$ cat config.mk
export PLATFORM = sky130hd
export DESIGN_NAME = rom_string_streamer
export DESIGN_NICKNAME = d
export VERILOG_FILES = /design/src/rtl/rom_string_streamer.sv
export SDC_FILE = /design/constraint.sdc
export NUM_CORES = 1
export LEC_CHECK = 0
export ABC_AREA = 1
export BUFFER_PORTS_ARGS = -buffer_cell sky130_fd_sc_hd__buf_2
export CORE_ASPECT_RATIO = 1.2
export CORE_UTILIZATION = 55
export CTS_CLUSTER_SIZE = 12
export DETAILED_ROUTE_END_ITERATION = 8
export HOLD_SLACK_MARGIN = 0.15
export PLACE_DENSITY = 0.95
export SETUP_SLACK_MARGIN = 0.1
export SLEW_MARGIN = 40
export SYNTH_ARGS = -nofsm -noshare
export SYNTH_HDL_FRONTEND = slang
export SYNTH_SLANG_ARGS = --single-unit
$ cat constraint.sdc
create_clock -name clk -period 3.6 [get_ports clk]
set_clock_uncertainty 0.15 [all_clocks]
set_input_delay 0.72 -clock clk [delete_from_list [all_inputs] [get_ports clk]]
set_output_delay 0.72 -clock clk [all_outputs]
set_load 0.005 [all_outputs]
$ cat src/rtl/rom_string_streamer.sv
// Sequencing reader for a combinational character ROM: walks addresses from 0 on start,
// streams each character over valid/ready, stops at the terminator or the last address.
module rom_string_streamer #(
  parameter int unsigned          ADDR_W = 4,
  parameter int unsigned          DATA_W = 8,
  parameter logic [DATA_W-1:0]    TERM   = 8'h00
) (
  input  logic              clk,
  input  logic              reset,
  input  logic              start,
  input  logic              abort,
  output logic [ADDR_W-1:0] rom_addr,
  input  logic [DATA_W-1:0] rom_data,
  output logic [DATA_W-1:0] tx_data,
  output logic              tx_valid,
  input  logic              tx_ready,
  output logic              busy,
  output logic              done,
  output logic [ADDR_W:0]   count
);

  typedef enum logic [1:0] {
    IDLE  = 2'd0,
    FETCH = 2'd1,
    SEND  = 2'd2,
    DONE  = 2'd3
  } state_t;

  state_t state;

  always_ff @(posedge clk or posedge reset) begin
    if (reset) begin
      state    <= IDLE;
      rom_addr <= '0;
      tx_data  <= '0;
      tx_valid <= 1'b0;
      busy     <= 1'b0;
      done     <= 1'b0;
      count    <= '0;
    end else if (abort) begin
      // count is left alone so the caller can see how far the stream got
      state    <= IDLE;
      rom_addr <= '0;
      tx_valid <= 1'b0;
      busy     <= 1'b0;
      done     <= 1'b0;
    end else begin
      done <= 1'b0;
      case (state)
        IDLE: begin
          if (start) begin
            state    <= FETCH;
            rom_addr <= '0;
            count    <= '0;
            busy     <= 1'b1;
          end
        end
        FETCH: begin
          if (rom_data == TERM) begin
            state <= DONE;
            busy  <= 1'b0;
            done  <= 1'b1;
          end else begin
            tx_data  <= rom_data;
            tx_valid <= 1'b1;
            state    <= SEND;
          end
        end
        SEND: begin
          if (tx_ready) begin
            count    <= count + 1'b1;
            tx_valid <= 1'b0;
            // last address ends the stream without wrapping rom_addr
            if (rom_addr == '1) begin
              state <= DONE;
              busy  <= 1'b0;
              done  <= 1'b1;
            end else begin
              rom_addr <= rom_addr + 1'b1;
              state    <= FETCH;
            end
          end
        end
        DONE: begin
          state <= IDLE;
        end
        default: begin
          state <= IDLE;
        end
      endcase
    end
  end

endmodule
## Word level (Yosys, flattened, before mapping)

Cells that the tools add are included.

| word-level totals | value |
|---|---|
| input bits | 13 |
| flip-flop bits (word level) | 22 |
| output and inout bits | 20 |
| word-level logic and storage cells | 64 |

| operators by class | value |
|---|---|
| bitwise gates (word level) | 2 |
| equal/unequal tests | 12 |
| reductions and logical operators | 12 |
| muxes and demuxes | 29 |
| add/subtract/negate cells | 2 |

Operators with widths:

| cell | count |
|---|---|
| $ne 3x3->1 const B | 6 |
| $mux 4 | 4 |
| $mux 1 | 13 |
| $mux 5 | 2 |
| $pmux 5 s2 | 1 |
| $logic_not 8->1 | 1 |
| $mux 2 | 4 |
| $pmux 2 s4 | 1 |
| $pmux 4 s2 | 1 |
| $reduce_and 4->1 | 2 |
| $reduce_and 3->1 | 2 |
| $reduce_bool 3->1 | 2 |
| $add 5x1->5 const B | 1 |
| $reduce_and 5->1 | 1 |
| $add 4x1->4 const B | 1 |
| $eq 2x2->1 const B | 2 |
| $eq 4x4->1 const B | 1 |
| $ne 2x2->1 const B | 2 |
| $pmux 1 s2 | 2 |
| $reduce_bool 4->1 | 1 |
| $pmux 1 s3 | 1 |
| $eq 2x1->1 const B | 1 |
| $logic_not 2->1 | 1 |
| $not 1->1 | 2 |
| other kinds (2) | 2 |

## Depth between registers and ports, before layout

Gate-level depths: netlist of the first run.

| logic depth | value |
|---|---|
| depth after elaboration | 5 |
| mapped depth | 10 |
| gate-level depth less buffers | 10 |

## Worst setup path after synthesis of the first run

Ideal clock, no wire load.

| path | value |
|---|---|
| kind | in2reg |
| start point | input port abort |
| end point | register rom_addr[1] |
| slack | 1.925 ns |
| setup time | 0.120 ns |
| buffers on the path | 1 |
| stages | 9 |
| arrival | 1.405 ns |
| cell sequence | buf_6 -> nor2_2 -> nand2_2 -> nand2_2 -> clkinv_2 -> nand2_2 -> nor2_4 -> nand3_1 -> nand2_1 |

| on the way | value |
|---|---|
| cells in the longest elaborated chain, start to end | 2 |

RTL lines:

| what | line | source |
|---|---|---|
| from (decl) | 11 | `input logic abort,` |
| $ne 3x3->1 (no line) or $reduce_bool 3->1 (tied branches) | - |  |
| $reduce_and 4->1 (no line) | - |  |
| to (signal assigned) | 79 | `rom_addr <= rom_addr + 1'b1;` |
| to (decl) | 12 | `output logic [ADDR_W-1:0] rom_addr,` |

Several ways; a longest one is shown, not always the timed one.
A chain may end at the register's enable or synchronous reset.

## Worst setup path in the final report of the first run

| path | value |
|---|---|
| start point | register count[2] |
| end point | output port count[2] |

RTL lines:

| what | line | source |
|---|---|---|
| from (decl) | 19 | `output logic [ADDR_W:0] count` |
| from (signal assigned) | 71 | `count <= count + 1'b1;` |

No word-level cell between the ends.

==> flow_metrics.env, run 1 <==
export IMPL_run_status="finished, final reports clean"
export IMPL_synth_top_family_by_area="simple AND/OR/NAND/NOR gates"
export IMPL_synth_lib_cells_used_distinct=27
export IMPL_place_port_buffers=32
export IMPL_timing_critical_path_slowest_cell_delay_ps=470
export IMPL_cts_setup_buffers=0
export IMPL_endpoint_type_of_the_worst_setup_path="output pin"
export IMPL_synth_top_cell_area_share_pct=44.5
export IMPL_mostFrequentLayoutCells="sky130_fd_sc_hd__nand2_1, sky130_fd_sc_hd__buf_2, sky130_fd_sc_hd__dfrtp_1, sky130_fd_sc_hd__nor2_1, sky130_fd_sc_hd__nand3_1"
export IMPL_cts_num_sinks=22
export IMPL_timing_reg2reg_worst_path_depth=7
export IMPL_fin_setup_tns_ps=0
export IMPL_slew_violations=0
export IMPL_achievable_frequency_ghz=0.551
export IMPL_dr_drc_count=0
export IMPL_period_share_pct=50.4
export IMPL_synth_area_um2=1240
export IMPL_ys_warn_count=0
export IMPL_detail_route_first_pass_iterations=4
export IMPL_drv_cap=0
export IMPL_detailroute_via_count=1133
export IMPL_clock_insertion_delay_at_the_later_pin_of_the_skew_report_ps=320
export IMPL_post_cts_resized=0
export IMPL_nets=208
export IMPL_overall_power_after_layout_uw=931
export IMPL_final_area_um2=1470
export IMPL_dieHeight_um=53.9
export IMPL_avgSynthCellArea_um2=7.98
export IMPL_critPathArrivalTime_ps=950
export IMPL_effective_utilization_at_floorplan_pct=59.0
export IMPL_cpMaxStageDelayCell="sky130_fd_sc_hd__dfrtp_1"
export IMPL_die_width_um=45.3
export IMPL_min_delay_path_class="in -> async"
export IMPL_power_per_cell_area_nw_per_um2=635
export IMPL_detailed_place_area_um2=1420
export IMPL_ff2ff_setup_slack_ps=1820
export IMPL_diodes=0
export IMPL_synthSimpleGateAreaFrac_pct=34.2
export IMPL_drt_total_wl_mm=2.55
export IMPL_yosys_area_share_adder_pct=5.06
export IMPL_fraction_of_the_mapped_netlist_area_in_compound_gates_pct=8.20
export IMPL_critical_path_top_delay_family="flip-flops"
export IMPL_synth_area_mux_share_pct=0
export IMPL_global_route_wire_length_before_repair_mm=4.36
export IMPL_rsz0062_at_grt="no"
export IMPL_timing_final_ws_setup_ps=1780
export IMPL_synth_cells=155
export IMPL_global_route_usage_total_pct=24.5
export IMPL_synth_xor_area_share_pct=2.13
export IMPL_cts_inserted_buffers=3
export IMPL_cts_buffer_depth=2
export IMPL_required_time_worst_endpoint_ps=2730
export IMPL_pre_cts_slack_ps=1560
export IMPL_routed_wire_length_per_instance_um=11.6
export IMPL_top_level_ports=33
export IMPL_first_global_vias=1065
export IMPL_synth_top_cell_by_area="sky130_fd_sc_hd__dfrtp_1"
export IMPL_reg2reg_from="state[0]$_DFFE_PP0P_"
export IMPL_final_period_minus_worst_setup_slack_ps=1820
export IMPL_grt_overflow_total=0
export IMPL_layout_cells_most_common="sky130_fd_sc_hd__nand2_1"
export IMPL_area_delta_synth_final_pct=18.7
export IMPL_power_ir_vdd_worst_v=0.000530
export IMPL_mappedNetlistNets=173
export IMPL_worst_setup_path_start_kind="register"
export IMPL_drt_iter0_markers=16
export IMPL_route_antenna_remaining_nets=0
export IMPL_cp_max_fo=6
export IMPL_antenna_violations_before_repair=0
export IMPL_detail_route_vias_per_cell=5.17
export IMPL_crit_chain="buf_2"
export IMPL_std_cell_rows=18
export IMPL_synth_seq_area_share_pct=44.5
export IMPL_final_util_pct=70.1
export IMPL_seq_cell_area_um2=551
export IMPL_core_um2=2090
export IMPL_drive_gt1_share_pct=29.6
export IMPL_root_buffer="sky130_fd_sc_hd__clkbuf_4"
export IMPL_netlist_top_cells_area="sky130_fd_sc_hd__dfrtp_1, sky130_fd_sc_hd__nand2_1, sky130_fd_sc_hd__ha_1"
export IMPL_worstReg2RegEnd="rom_addr[3]$_DFFE_PP0P_"
export IMPL_path_clk_slew_ps=130
export IMPL_ys_seq_elements=22
export IMPL_dieArea_um2=2440
export IMPL_estimated_wirelength_of_the_detail_placed_design_mm=2.05
export IMPL_criticalPathCategory="reg -> out"
export IMPL_place_gp_congestion=0.834
export IMPL_grt_start_max_net_pins=23
export IMPL_cts_hold_buffers=0
export IMPL_fill_cells=174
export IMPL_timing_slew_headroom_pct=69.3
export IMPL_tightestPinTransition_ps=459
export IMPL_area_occupied_by_multi_input_gates_um2=613
export IMPL_timing_hold_violations_final=0
export IMPL_tritoncts_clock_tree="built"
export IMPL_cts_htree_levels=1
export IMPL_cp_num_buf_inv=1
export IMPL_finalSetupViolations=0
export IMPL_power_leakage_uw=0.000812
-- per-layer routing --
layer / routed length, um / vias to the layer above / global-route usage, % / part of all wire (%)
met3: 97 / 4 / 3.02 / 3.8
li1: - / 559 / - / -
met2: 1370 / 33 / 46.1 / 54
met4: 23 / 0 / 7.58 / 0.90
met5: 0 / - / 0 / 0
met1: 1060 / 537 / 28.4 / 41
-- synth_stat cells, drive strengths merged --
library cell and instances:
or2 1, xnor2 1, nor2 16, ha 5, inv 13, buf 2, nand4 1, dfrtp 22
o21ai 12, nand3 12, a31o 1, nor3 2, nand2 61, o31ai 2, xor2 2, clkinv 1
a21oi 1
-- power breakdown --
part	switching [uW]	internal (uW)	total, uW
Combinational	242	142	385
Clock	75.9	113	189
Sequential	43.1	315	358
Total	361	570	931
-- worst max path at each step --
stage                         startpoint                 endpoint  slack [ps]  cells after the start
floorplan                          abort  rom_addr[1]$_DFFE_PP0P_        1920                      9
global placement             rom_data[5]   tx_data[4]$_DFFE_PP0P_        1660                      9
detailed placement           rom_data[5]   tx_data[4]$_DFFE_PP0P_        1560                      9
CTS                 count[2]$_DFFE_PP0P_                 count[2]        1770                      1
global route        state[0]$_DFFE_PP0P_         busy$_DFFE_PP0P_        1650                     10
finish              count[2]$_DFFE_PP0P_                 count[2]        1780                      1
-- sequential cells by signal, indices dropped and copies added, names as in the netlist --
signal / cells
tx_data: 8
state: 2
count: 5
tx_valid: 1
rom_addr: 4
done: 1
busy: 1
-- cell families (layout without fill, tap and decap cells) --
| family | after synthesis | count (layout) |
|---|---|---|
| simple gates | 93 | 93 |
| flops | 22 | 22 |
| compound gates | 16 | 16 |
| buf+inv | 16 | 50 |
| fa+ha+maj | 5 | 5 |
| xor+xnor | 3 | 3 |
-- area by class of cell --
cell class	instances	share of cell area, %
Clock inverter	1	2.05
Clock buffer	3	1.53
Timing Repair Buffer	32	10.9
Multi-Input combinational cell	117	41.8
Sequential cell	22	37.5
Inverter	14	3.67
Tap cell	30	2.56
-- stage by stage --
step,hold slack [ps],cells
floorplan,314,155
global placement,307,215
detailed placement,310,215
CTS,343,219
global route,284,219
finish,239,219
Note: power is estimated with default switching activity, not from simulation.
==> run 2: changes to the inputs <==
Settings changed: CORE_UTILIZATION 55 to 51, PLACE_DENSITY 0.95 to 0.9.
Clock period 3.6 ns to 1.9 ns, I/O delays scaled along.
==> run 2 against run 1 <==
Clock power is 88% higher. Critical endpoint is now tx_data[7]$_DFFE_PP0P_. Non-clock buffer count up 10. Sequential power grew 91%.
==> flow_metrics.env, run 2 (synthesized netlist as in run 1, its figures left out) <==
export IMPL_tritoncts_clock_tree="built"
export IMPL_largest_register_ffs=8
export IMPL_cts_htree_levels=1
export IMPL_dieHeight_um=55.9
export IMPL_p_sw_uw=692
export IMPL_cell_internal_pwr_uw=1110
export IMPL_cts_setup_buffers=0
export IMPL_timing_slew_headroom_pct=81.5
export IMPL_layout_cells_most_common="sky130_fd_sc_hd__nand2_1"
export IMPL_largestRegisters="tx_data (8), count (5), rom_addr (4)"
export IMPL_reg2reg_from="state[1]$_DFFE_PP0P_"
export IMPL_power_ir_vdd_worst_v=0.000829
export IMPL_clockPowerShare_pct=19.7
export IMPL_cts_num_sinks=22
export IMPL_worst_setup_path_start_kind="register"
export IMPL_grt_overflow_total=0
export IMPL_cts_inserted_buffers=3
export IMPL_power_leakage_uw=0.000855
export IMPL_required_time_worst_endpoint_ps=2010
export IMPL_criticalPathCategory="reg -> reg"
export IMPL_dieArea_um2=2630
export IMPL_rsz0062_at_grt="no"
export IMPL_path_clk_slew_ps=110
export IMPL_achievable_frequency_ghz=0.601
export IMPL_root_buffer="sky130_fd_sc_hd__clkbuf_4"
export IMPL_pre_cts_slack_ps=162
export IMPL_detail_route_first_pass_iterations=4
export IMPL_dr_drc_count=0
export IMPL_timing_hold_violations_final=0
export IMPL_first_global_vias=1113
export IMPL_place_gp_congestion=0.886
export IMPL_p_seq_share_pct=37.9
export IMPL_drt_iter0_markers=11
export IMPL_detail_route_vias_per_cell=5.09
export IMPL_area_delta_synth_final_pct=27.5
export IMPL_detailroute_via_count=1171
export IMPL_critPathLaunch="state[1]$_DFFE_PP0P_"
export IMPL_timing_reg2reg_worst_path_depth=8
export IMPL_sw_frac_of_total_pct=38.5
export IMPL_estimated_wirelength_of_the_detail_placed_design_mm=1.97
export IMPL_routed_wire_length_per_instance_um=11.3
export IMPL_antenna_violations_before_repair=0
export IMPL_largest_register="tx_data"
export IMPL_fin_setup_tns_ps=0
export IMPL_critPathArrivalTime_ps=1770
export IMPL_slew_violations=0
export IMPL_final_util_pct=69.1
export IMPL_timing_hold_worst_start="abort"
export IMPL_ff2ff_setup_slack_ps=240
export IMPL_final_period_minus_worst_setup_slack_ps=1660
export IMPL_period_share_pct=87.6
export IMPL_tightestPinTransition_ps=277
export IMPL_route_antenna_remaining_nets=0
export IMPL_cp_max_fo=11
export IMPL_timing_final_ws_setup_ps=235
export IMPL_p_comb_share_pct=42.4
export IMPL_drive_gt1_share_pct=29.6
export IMPL_global_route_usage_total_pct=22.5
export IMPL_global_route_wire_length_before_repair_mm=4.40
export IMPL_grt_start_max_net_pins=23
export IMPL_cts_buffer_depth=2
export IMPL_place_port_buffers=32
export IMPL_endpoint_type_of_the_worst_setup_path="register"
export IMPL_drv_cap=0
export IMPL_power_per_cell_area_nw_per_um2=1140
export IMPL_worstReg2RegEnd="tx_data[7]$_DFFE_PP0P_"
export IMPL_instance_count_along_the_most_critical_hold_path=2
export IMPL_drt_total_wl_mm=2.60
export IMPL_top_level_ports=33
export IMPL_die_width_um=46.9
export IMPL_run_status="finished, final reports clean"
export IMPL_mostFrequentLayoutCells="sky130_fd_sc_hd__nand2_1, sky130_fd_sc_hd__buf_2, sky130_fd_sc_hd__dfrtp_1, sky130_fd_sc_hd__nor2_1"
export IMPL_diodes=0
export IMPL_core_um2=2280
export IMPL_hold_path_end="done$_DFF_PP0_"
export IMPL_effective_utilization_at_floorplan_pct=54.2
export IMPL_nets=218
export IMPL_finalSetupViolations=0
export IMPL_clock_insertion_delay_at_the_later_pin_of_the_skew_report_ps=310
export IMPL_std_cell_rows=19
export IMPL_min_delay_path_class="in -> reg"
run 2: worst max path at each step:
| stage | endpoint | slack (ps) |
|---|---|---|
| after floorplan | rom_addr[1]$_DFFE_PP0P_ | 330 |
| after global placement | rom_addr[2]$_DFFE_PP0P_ | 230 |
| after detailed placement | rom_addr[2]$_DFFE_PP0P_ | 160 |
| after CTS | tx_data[7]$_DFFE_PP0P_ | 140 |
| after global routing | tx_data[6]$_DFFE_PP0P_ | 110 |
| final | tx_data[7]$_DFFE_PP0P_ | 240 |
run 2: power groups by stage:
stage	logic (uW)	clock network (uW)	registers (uW)
floorplan	500	0	689
global placement	694	0	683
detailed placement	731	0	685
CTS	745	365	680
global route	868	380	695
finish	761	355	682
run 2: timing repair:
| item | CTS | global route |
|---|---|---|
| endpoints found under the setup margin | 0 | 14 |
| resized for setup | 0 | 4 |
| endpoints found under the hold margin | 30 | 0 |
| hold buffers | 9 | 0 |
run 2: per-layer routing:
layer	share of wire [%]	vias to the layer above	wire [um]	track usage (%)
li1	-	582	-	-
met1	40	538	1040	26.8
met2	53	42	1390	40.1
met3	4.2	9	108	2.27
met4	2.3	0	61	7.35
met5	0	-	0	0
run 2: critical path, stage by stage (launching register included):
cell and delay, ps:
sky130_fd_sc_hd__dfrtp_1 430, sky130_fd_sc_hd__inv_1 130, sky130_fd_sc_hd__ha_1 240, sky130_fd_sc_hd__inv_1 80, sky130_fd_sc_hd__nor2_1 130, sky130_fd_sc_hd__nand2_2 170
sky130_fd_sc_hd__inv_2 170, sky130_fd_sc_hd__nand2_1 70, sky130_fd_sc_hd__nand2_1 60
run 2: layout make-up:
| type | count | area, um2 |
|---|---|---|
| clock buffers | 3 | 22.5 |
| clock inverters | 1 | 30.0 |
| fillers | 180 | 706 |
| inverters | 14 | 56.3 |
| multi-input cells | 117 | 621 |
| flip-flops and latches | 22 | 551 |
| well taps | 31 | 38.8 |
| repair buffers | 42 | 258 |
run 2: metrics by stage:
step                      hold WS [ps]  instance area, um2  total power (uW)  instances
final                              271                1580              1800        230
after global routing               273                1580              1940        230
after CTS                          256                1570              1790        230
after detailed placement           278                1420              1420        217
after global placement             270                1420              1380        217
after floorplan                    219                1240              1190        155
